<file path="src/rtl/mcm_pkg.sv">
// Shared widths and the round-robin search used by the channel merger.
package mcm_pkg;

    localparam int MAX_CH = 16;

    typedef struct packed {
        logic       found;
        logic [3:0] idx;
    } grant_t;

    // Channel-tag width: at least one bit even for a single-bit index.
    function automatic int ch_w(input int n);
        return (n <= 2) ? 1 : $clog2(n);
    endfunction

    function automatic int ptr_w(input int depth);
        return $clog2(depth);
    endfunction

    function automatic int cnt_w(input int depth);
        return $clog2(depth) + 1;
    endfunction

    // Scans from last+num_ch down to last+1 so the nearest requester after last wins.
    function automatic grant_t rr_next(input logic [MAX_CH-1:0] req,
                                       input logic [3:0]        last,
                                       input int                num_ch);
        grant_t     g;
        int         cand;
        logic [3:0] c4;
        g = '0;
        for (int off = MAX_CH; off >= 1; off--) begin
            if (off <= num_ch) begin
                cand = (int'(last) + off) % num_ch;
                c4   = cand[3:0];
                if (req[c4]) begin
                    g.found = 1'b1;
                    g.idx   = c4;
                end
            end
        end
        return g;
    endfunction

endpackage

</file>
<file path="src/rtl/mcm_sync_fifo.sv">
// Per-channel synchronous FIFO with a combinational head word.
module mcm_sync_fifo
    import mcm_pkg::*;
#(
    parameter int WIDTH = 8,
    parameter int DEPTH = 8
) (
    input  logic             clk,
    input  logic             rst_n,
    input  logic             wr_en,
    input  logic             rd_en,
    input  logic [WIDTH-1:0] din,
    output logic [WIDTH-1:0] dout,
    output logic             full,
    output logic             empty
);

    localparam int PTR_W = ptr_w(DEPTH);
    localparam int CNT_W = cnt_w(DEPTH);

    logic [WIDTH-1:0] mem [DEPTH];
    logic [PTR_W-1:0] wr_ptr_reg;
    logic [PTR_W-1:0] rd_ptr_reg;
    logic [CNT_W-1:0] count;
    logic             do_wr;
    logic             do_rd;

    assign full  = (count == CNT_W'(DEPTH));
    assign empty = (count == '0);
    assign do_wr = wr_en && !full;
    assign do_rd = rd_en && !empty;
    assign dout  = mem[rd_ptr_reg];

    always_ff @(posedge clk) begin
        if (do_wr) begin
            mem[wr_ptr_reg] <= din;
        end
    end

    // Pointers wrap naturally; a simultaneous push and pop leaves count unchanged.
    always_ff @(posedge clk or negedge rst_n) begin
        if (!rst_n) begin
            wr_ptr_reg <= '0;
            rd_ptr_reg <= '0;
            count      <= '0;
        end else begin
            if (do_wr) wr_ptr_reg <= wr_ptr_reg + 1'b1;
            if (do_rd) rd_ptr_reg <= rd_ptr_reg + 1'b1;
            case ({do_wr, do_rd})
                2'b10:   count <= count + 1'b1;
                2'b01:   count <= count - 1'b1;
                default: count <= count;
            endcase
        end
    end

endmodule

</file>
<file path="src/rtl/multi_channel_merge.sv">
// Merges NUM_CH buffered channel streams into one tagged valid/ready stream, round-robin.
module multi_channel_merge
    import mcm_pkg::*;
#(
    parameter int WIDTH   = 8,
    parameter int DEPTH   = 8,
    parameter int NUM_CH  = 2,
    parameter int BP_MODE = 1,
    localparam int CH_W   = ch_w(NUM_CH)
) (
    input  logic                    clk_slow,
    input  logic                    rst_n,
    input  logic [NUM_CH-1:0]       ch_valid,
    output logic [NUM_CH-1:0]       ch_ready,
    input  logic [NUM_CH*WIDTH-1:0] ch_data,
    output logic                    out_valid,
    input  logic                    out_ready,
    output logic [WIDTH-1:0]        out_data,
    output logic [CH_W-1:0]         out_ch,
    output logic [NUM_CH-1:0]       ch_ovf,
    input  logic                    ovf_clr
);

    logic [NUM_CH-1:0] full;
    logic [NUM_CH-1:0] empty;
    logic [NUM_CH-1:0] wr_en;
    logic [NUM_CH-1:0] rd_en;
    logic [WIDTH-1:0]  head [NUM_CH];

    logic [MAX_CH-1:0] req;
    grant_t            grant;
    logic [CH_W-1:0]   grant_ch;
    logic              load;

    logic [3:0]        rr_last_reg;
    logic              out_valid_reg;
    logic [WIDTH-1:0]  out_data_reg;
    logic [CH_W-1:0]   out_ch_reg;

    genvar gi;
    generate
        for (gi = 0; gi < NUM_CH; gi++) begin : gen_ch
            // Full is sampled before the edge, so a same-cycle pop never frees room for a write.
            assign wr_en[gi]    = ch_valid[gi] && !full[gi];
            assign rd_en[gi]    = load && (grant.idx == 4'(gi));
            assign ch_ready[gi] = rst_n && ((BP_MODE == 0) || !full[gi]);

            mcm_sync_fifo #(
                .WIDTH (WIDTH),
                .DEPTH (DEPTH)
            ) u_fifo (
                .clk   (clk_slow),
                .rst_n (rst_n),
                .wr_en (wr_en[gi]),
                .rd_en (rd_en[gi]),
                .din   (ch_data[gi*WIDTH +: WIDTH]),
                .dout  (head[gi]),
                .full  (full[gi]),
                .empty (empty[gi])
            );
        end
    endgenerate

    always_comb begin
        req               = '0;
        req[NUM_CH-1:0]   = ~empty;
    end

    assign grant    = rr_next(req, rr_last_reg, NUM_CH);
    assign grant_ch = grant.idx[CH_W-1:0];
    assign load     = (!out_valid_reg || out_ready) && grant.found;

    always_ff @(posedge clk_slow or negedge rst_n) begin
        if (!rst_n) begin
            rr_last_reg   <= 4'(NUM_CH - 1);
            out_valid_reg <= 1'b0;
            out_data_reg  <= '0;
            out_ch_reg    <= '0;
        end else begin
            if (load) begin
                rr_last_reg   <= grant.idx;
                out_valid_reg <= 1'b1;
                out_data_reg  <= head[grant_ch];
                out_ch_reg    <= grant_ch;
            end else if (out_ready) begin
                out_valid_reg <= 1'b0;
            end
        end
    end

    assign out_valid = out_valid_reg;
    assign out_data  = out_data_reg;
    assign out_ch    = out_ch_reg;

    generate
        if (BP_MODE == 0) begin : gen_ovf
            logic [NUM_CH-1:0] ovf_reg;
            // A drop in the same cycle as a clear leaves the flag set.
            always_ff @(posedge clk_slow or negedge rst_n) begin
                if (!rst_n) begin
                    ovf_reg <= '0;
                end else begin
                    ovf_reg <= (ovf_clr ? '0 : ovf_reg) | (ch_valid & full);
                end
            end
            assign ch_ovf = ovf_reg;
        end else begin : gen_no_ovf
            assign ch_ovf = '0;
        end
    endgenerate

endmodule

</file>
<file path="config.mk">
export PLATFORM = sky130hd
export DESIGN_NAME = multi_channel_merge
export DESIGN_NICKNAME = d
export VERILOG_FILES = /design/src/rtl/mcm_pkg.sv /design/src/rtl/mcm_sync_fifo.sv /design/src/rtl/multi_channel_merge.sv
export SDC_FILE = /design/constraint.sdc
export NUM_CORES = 1
export LEC_CHECK = 0
export BUFFER_PORTS_ARGS = -buffer_cell sky130_fd_sc_hd__buf_4
export CAP_MARGIN = 40
export CORE_UTILIZATION = 40
export CTS_CLUSTER_SIZE = 16
export DETAILED_ROUTE_END_ITERATION = 8
export PLACE_DENSITY = 0.58
export SYNTH_ARGS = -nofsm -noshare
export SYNTH_HDL_FRONTEND = slang
export SYNTH_SLANG_ARGS = --single-unit
</file>
<file path="constraint.sdc">
create_clock -name clk_slow -period 3.3 [get_ports clk_slow]
set_input_delay 0.33 -clock clk_slow [delete_from_list [all_inputs] [get_ports clk_slow]]
set_output_delay 0.33 -clock clk_slow [all_outputs]
set_load 0.005 [all_outputs]
</file>
# Word-level counts from Yosys, hierarchy flattened
# Memory sizes are Yosys's and may differ from the RTL's.
# Index checks and enable logic that the tools add are counted.
[word_totals] output_inout_bits=14 ram_bits=128 ff_bits=31 mem_count=2
[op_classes] muxes=17 reduce_logical=23 add_sub_neg=10 bitwise=4 n_lt_le_gt_ge=3 eq_ne=7
[memory_table] name="gen_ch[0].u_fifo.mem" depth=8 width=8 rd=1 rd_clocked_by_memory_dff=0 wr=1 line="mcm_sync_fifo.sv:21" source="logic [WIDTH-1:0] mem [DEPTH];"
[memory_table] name="gen_ch[1].u_fifo.mem" depth=8 width=8 rd=1 rd_clocked_by_memory_dff=0 wr=1 line="mcm_sync_fifo.sv:21"
[op_table] op="$mux 8" n=3
[op_table] op="$pmux 4 s2" n=2
[op_table] op="$add 3x1->3 const B" n=4
[op_table] op="$logic_not 4->1" n=3
[op_table] op="$logic_and 1x1->1" n=11
[op_table] op="$lt 4x5->1 const B" n=2
[op_table] op="$mux 5" n=2
[op_table] op="$add 4x1->4 const B" n=2
[op_table] op="$eq 4x4->1 const B" n=2
[op_table] op="$mux 1" n=8
[op_table] op="$sub 4x1->4 const B" n=2
[op_table] op="$reduce_bool 2->1" n=3
[op_table] op="$logic_not 1->1" n=5
[op_table] op="$bmux 1 s2" n=2
[op_table] op="$eq 2x1->1 const B" n=2
[op_table] op="$eq 2x2->1 const B" n=2
[op_table] op="$eq 4x1->1 const B" n=1
[op_table] op="$add 1x1->1 const B" n=2
[op_table] op="$and 1x1->1 const A" n=2
[op_table] op="$ge 2x2->1 const B" n=1
[op_table] op="$not 1->2" n=1
[op_table] op="$not 2->2" n=1
[op_table] op="$logic_or 1x1->1" n=1

# Depth between registers and ports, before layout
[depth] ltp_word=11 depth_mapped=12 depth_no_buf=10

# Hierarchy
# Synthesis repeated with hierarchy kept, for this count alone.
[hier_totals] hier_cells=366 area_unflattened_um2=6815.3
[by_module_without_submodules] mod="mcm_sync_fifo" area_each_um2=3124.2 cells_per_inst=160 instances=2 seq_area_each_um2=2172.1
[by_module_without_submodules] mod="multi_channel_merge" area_each_um2=566.8 cells_per_inst=46 instances=1 seq_area_each_um2=276.5

# Least setup slack after synthesis
# No wires, ideal clock.
[synth_timing] path_kind="reg2reg" from="register gen_ch[0].u_fifo.count[2]" to="register gen_ch[0].u_fifo.count[2]" n_path_buf=1 path_stages_with_launch=12 path_slack_ps=760 arrival_time_ps=2414 required_time_ps=3174 setup_time_ps=126 cell_sequence="dfrtp_1 -> or4_4 -> o211ai_1 -> buf_6 -> inv_1 -> ha_1 -> xor2_1 -> ha_1 -> a21oi_1 -> xor2_1 -> nor2_1 -> xor2_1"
[synth_via] elab_chain_len=11 word_cells_on_any_way=23 classes_between="2 x add/sub; 3 x eq/ne; 7 x mux; 1 x bitwise; 10 x reduce/logical"
[synth_rtl] element="from (decl)" line="mcm_sync_fifo.sv:24" source="logic [CNT_W-1:0] count;"
[synth_rtl] element="from (signal assigned)" line="mcm_sync_fifo.sv:50" source="2'b10: count <= count + 1'b1;"
[synth_rtl] element="from (signal assigned)" line="mcm_sync_fifo.sv:51" source="2'b01: count <= count - 1'b1;"
[synth_rtl] element="from (signal assigned)" line="mcm_sync_fifo.sv:52" source="default: count <= count;"
[synth_rtl] element="$logic_not 4->1 *" line="mcm_sync_fifo.sv:29" source="assign empty = (count == '0);"
[synth_rtl] element="$not 2->2" line="multi_channel_merge.sv:66" source="req[NUM_CH-1:0] = ~empty;"
[synth_rtl] element="$bmux 1 s2" line="mcm_pkg.sv:36" source="if (req[c4]) begin"
[synth_rtl] element="$mux 1 (implied by the code)" line="mcm_pkg.sv:36"
[synth_rtl] element="$mux 5 (2 in a row)" line="mcm_pkg.sv:36"
[synth_rtl] element="$logic_not 4->1 or $logic_and 1x1->1 (tied branches)" line="multi_channel_merge.sv:45, multi_channel_merge.sv:71"
[synth_rtl] element="$logic_and 1x1->1" line="multi_channel_merge.sv:45" source="assign rd_en[gi] = load && (grant.idx == 4'(gi));"
[synth_rtl] element="$logic_and 1x1->1 *" line="mcm_sync_fifo.sv:31" source="assign do_rd = rd_en && !empty;"
[synth_rtl] element="named net gen_ch[0].u_fifo.do_rd" line="mcm_sync_fifo.sv:26" source="logic do_rd;"
[synth_rtl] element="$eq 2x1->1 or $eq 2x2->1 (tied branches)" line="mcm_sync_fifo.sv:49" source="case ({do_wr, do_rd})"
[synth_rtl] element="$pmux 4 s2 or $reduce_bool 2->1 (tied branches)"
# The timed path passes the listed nets; every way through them passes the cells marked *. The select of a mux whose other input is x is not followed.
# A chain may end at the register's enable or synchronous reset.

# Worst setup path after layout
[layout_timing] from="register gen_ch[0].u_fifo.count[2]" to="register gen_ch[1].u_fifo.count[2]"
[layout_via] elab_chain_len=11 word_cells_on_any_way=16 classes_between="3 x eq/ne; 7 x mux; 1 x bitwise; 5 x reduce/logical"
[layout_rtl] element="$logic_not 4->1 *" line="mcm_sync_fifo.sv:29"
[layout_rtl] element="$not 2->2 *" line="multi_channel_merge.sv:66"
[layout_rtl] element="$bmux 1 s2" line="mcm_pkg.sv:36"
[layout_rtl] element="$mux 1 (implied by the code)" line="mcm_pkg.sv:36"
[layout_rtl] element="$mux 5" line="mcm_pkg.sv:36"
[layout_rtl] element="$mux 5 *" line="mcm_pkg.sv:36"
[layout_rtl] element="$eq 4x1->1 or $logic_and 1x1->1 (tied branches)" line="multi_channel_merge.sv:45, multi_channel_merge.sv:71"
[layout_rtl] element="$logic_and 1x1->1 *" line="multi_channel_merge.sv:45"
[layout_rtl] element="$logic_and 1x1->1 *" line="mcm_sync_fifo.sv:31"
[layout_rtl] element="named net gen_ch[1].u_fifo.do_rd" line="mcm_sync_fifo.sv:26"
[layout_rtl] element="$eq 2x1->1 or $eq 2x2->1 (tied branches)" line="mcm_sync_fifo.sv:49"
[layout_rtl] element="$pmux 4 s2 or $reduce_bool 2->1 (tied branches)"
[layout_rtl] element="to (signal assigned)" line="mcm_sync_fifo.sv:50"
[layout_rtl] element="to (signal assigned)" line="mcm_sync_fifo.sv:51"
[layout_rtl] element="to (signal assigned)" line="mcm_sync_fifo.sv:52"
[layout_rtl] element="to (decl)" line="mcm_sync_fifo.sv:24"
# Marks and branches as above.

==> impl_metrics.env <==
export IMPL_outcome="complete, no violations"
export IMPL_dr_first_iter_drc_count=210
export IMPL_cts_htree_levels=4
export IMPL_relSlewSlack_pct=50.8
export IMPL_fillers=1351
export IMPL_end_kind="flip-flop"
export IMPL_path_max_fanout=6
export IMPL_worstSkewPairLatency_ns=0.42
export IMPL_yosys_cell_types_count=46
export IMPL_slew_viol_final=0
export IMPL_synth_area_leaders="edfxtp_1, dfrtp_1, mux4_2"
export IMPL_die_height_um=129
export IMPL_syn_to_final_growth_pct=18.7
export IMPL_overflow=0
export IMPL_synth_commonest_cells="edfxtp_1, mux4_2, dfrtp_1, nand2_1, mux2i_1"
export IMPL_core_area_sq_um=15900
export IMPL_ys_warn_count=0
export IMPL_cts_resized=0
export IMPL_largest_reg_flops=128
export IMPL_synth_edf_count=128
export IMPL_synth_top_area_cell="edfxtp_1"
export IMPL_slowest_delay_ns=0.56
export IMPL_fin_worst_hold_slack_ns=0.140
export IMPL_ios=36
export IMPL_rsz0062_at_grt="no"
export IMPL_cts_tree="done"
export IMPL_fin_crit_ns=2.59
export IMPL_firstDrtPassIters=4
export IMPL_drc=0
export IMPL_num_rows=46
export IMPL_drtAntennaViolNets=0
export IMPL_crit_top_cell="xor2_1"
export IMPL_final_setup_skew_ns=0.00638
export IMPL_cp_start_kind="flip-flop"
export IMPL_ys_ff_latch=159
export IMPL_nets=445
export IMPL_die_area_sq_um=16700
export IMPL_avgViaCountPerCell=4.97
export IMPL_cts_root_buf="clkbuf_16"
export IMPL_synth_most_common_cell="edfxtp_1"
export IMPL_powerDensity_nw_per_um2=888
export IMPL_path_clk_slew_ns=0.07
export IMPL_routedWlPerCell_um=18.2
export IMPL_ys_flop_type="edfxtp_1"
export IMPL_wl_mm=11.7
export IMPL_cts_num_sinks=159
export IMPL_port_buffers=32
export IMPL_grt_pass1_vias=3335
export IMPL_finalHoldViolations=0
export IMPL_avgSynthCellArea_sq_um=18.4
export IMPL_synthArstFlopShare_pct=19.5
export IMPL_grt_max_degree=34
export IMPL_fin_cells=642
export IMPL_critPathRequiredTime_ns=3.60
export IMPL_hpwl_mm=7.79
export IMPL_cts_inserted_buffers=17
export IMPL_insertedDiodeCount=0
export IMPL_cp_cell_sequence="or4_4 -> a211o_1 -> inv_2 -> ha_1 -> xor2_1 -> ha_1 -> a21oi_1 -> xor2_1 -> nor2_1 -> xor2_1"
export IMPL_start_util_pct=40.8
export IMPL_antenna_found_initial=0
export IMPL_gp_congestion=0.717
export IMPL_die_width_um=129
export IMPL_placedCellCount=609
export IMPL_synth_cell_area_sq_um=6490
export IMPL_finalSetupViolCount=0
export IMPL_max_clock_freq_mhz=386
export IMPL_worstPathArrival_ns=2.89
export IMPL_p_leak_nw=2.78
export IMPL_grt_first_pass_wirelength_mm=18.6
export IMPL_worst_slew_pin_slew_ns=0.732
export IMPL_final_period_utilization_pct=78.5
export IMPL_ys_seq_area_share_pct=71.2
export IMPL_dr_total_vias=3188
export IMPL_synth_top_area_share_pct=59.2
export IMPL_crit_type="flip-flop to flip-flop"
export IMPL_hold_path_class="input port to flip-flop"
export IMPL_drive_gt1_share_pct=31.2
export IMPL_grt_usage_pct=15.7
export IMPL_crit_slowest_cell="or4_4"
export IMPL_tns_ns=0
export IMPL_syn_inst=353
export IMPL_drv_cap=0
export IMPL_peakVddDrop_uv=452
export IMPL_clockBufferDepth=2
[final cells by class]
type / count / area, sq um / area share, %
clock buffer: 17 / 425 / 5.52
clock inverter: 15 / 150 / 1.95
inverter: 5 / 18.8 / 0.244
multi-input combinational: 175 / 1760 / 22.9
sequential: 159 / 4620 / 60.0
tap: 216 / 270 / 3.51
timing repair buffer: 55 / 455 / 5.91
[worst paths after layout]
path | end | startpoint | cells past startpoint | slack, ns
worst max-delay path | gen_ch[1].u_fifo.count[2]$_DFFE_PN0P_ | gen_ch[0].u_fifo.count[2]$_DFFE_PN0P_ | 10 | 0.71
worst min-delay path | gen_ch[0].u_fifo.mem[4][4]$_DFFE_PP_ | ch_data[4] | 1 | 0.14
worst max register to register | gen_ch[1].u_fifo.count[2]$_DFFE_PN0P_ | gen_ch[0].u_fifo.count[2]$_DFFE_PN0P_ | 10 | 0.71
worst min register to register | rr_last_reg[0]$_DFFE_PN1P_ | rr_last_reg[0]$_DFFE_PN1P_ | 2 | 0.48
max in group asynchronous | rr_last_reg[0]$_DFFE_PN1P_ | rst_n | 2 | 2.57
min in group asynchronous | gen_ch[1].u_fifo.count[1]$_DFFE_PN0P_ | rst_n | 2 | 0.40
[repair_timing]
action,4_1_cts,5_1_grt
hold buffers,1,0
setup buffers,0,0
hold endpoints to repair,30,0
[worst max-delay path: cells and delay by family (launching register included)]
kind	cells	cell delay (ns)
flip-flops	1	0.44
buffers and inverters	1	0.10
AO/OA/AOI/OAI	2	0.47
XOR/XNOR	3	0.40
adder cells (fa/ha/maj)	2	0.44
AND/OR/NAND/NOR	2	0.62
[kinds of logic after synthesis]
logic type	share of synthesized area, %
DFF	71.2
and+or+nand+nor	5.57
muxes	14.1
AOI/OAI and AO/OA	3.05
buffers and inverters	1.70
xor gates and xnor gates	2.39
adders and majority gates	1.93
other	0.0578
[per-stage QoR]
stage / setup WS [ns] / area [sq um] / power, mW / util [%]
final: 0.709 / 7700 / 6.84 / 48.5
after global routing: 0.505 / 7700 / 7.23 / 48.5
after CTS: 0.697 / 7700 / 6.94 / 48.5
after detailed placement: 0.735 / 7120 / 5.04 / 44.8
after global placement: 0.723 / 7030 / 4.89 / 44.3
after floorplan: 0.760 / 6490 / 4.34 / -
[cell usage in the layout (no fill, tap or decap), types with 2 or more instances in the layout]
cell type   Yosys  final
dfrtp_1        30     30
nand2b_1        9      9
buf_16          0      2
o221ai_2        6      6
xnor2_1         6      6
clkinv_4        0      2
nand3b_1        2      2
nand2_1        30     30
inv_6           0      7
mux4_2         32     32
clkinvlp_4      0      2
mux2_2          3      3
buf_4           4     52
mux2i_1        16     16
nor2b_1         4      4
ha_1           10     10
edfxtp_1      128    128
clkbuf_16       0     17
nor3_1          5      5
xnor2_2         2      2
o21ai_0         2      2
a21oi_1         4      4
xor2_1          8      8
a21boi_0        2      2
nor2_1         15     15
inv_8           0      2
conb_1          1      2
inv_1           4      4
[per-layer routing]
| metal | share of wire (%) | global-route usage (%) |
|---|---|---|
| met3 | 2.3 | 3.39 |
| met5 | 0 | 0 |
| met1 | 49 | 21.8 |
| met2 | 48 | 24.1 |
| met4 | 0.80 | 6.85 |
[power by group]
part | internal (mW) | switching [mW]
logic | 1.05 | 0.961
clock network | 1.06 | 0.832
registers | 2.61 | 0.320
total | 4.73 | 2.11
No activity file was read; power rests on OpenSTA's default activity.
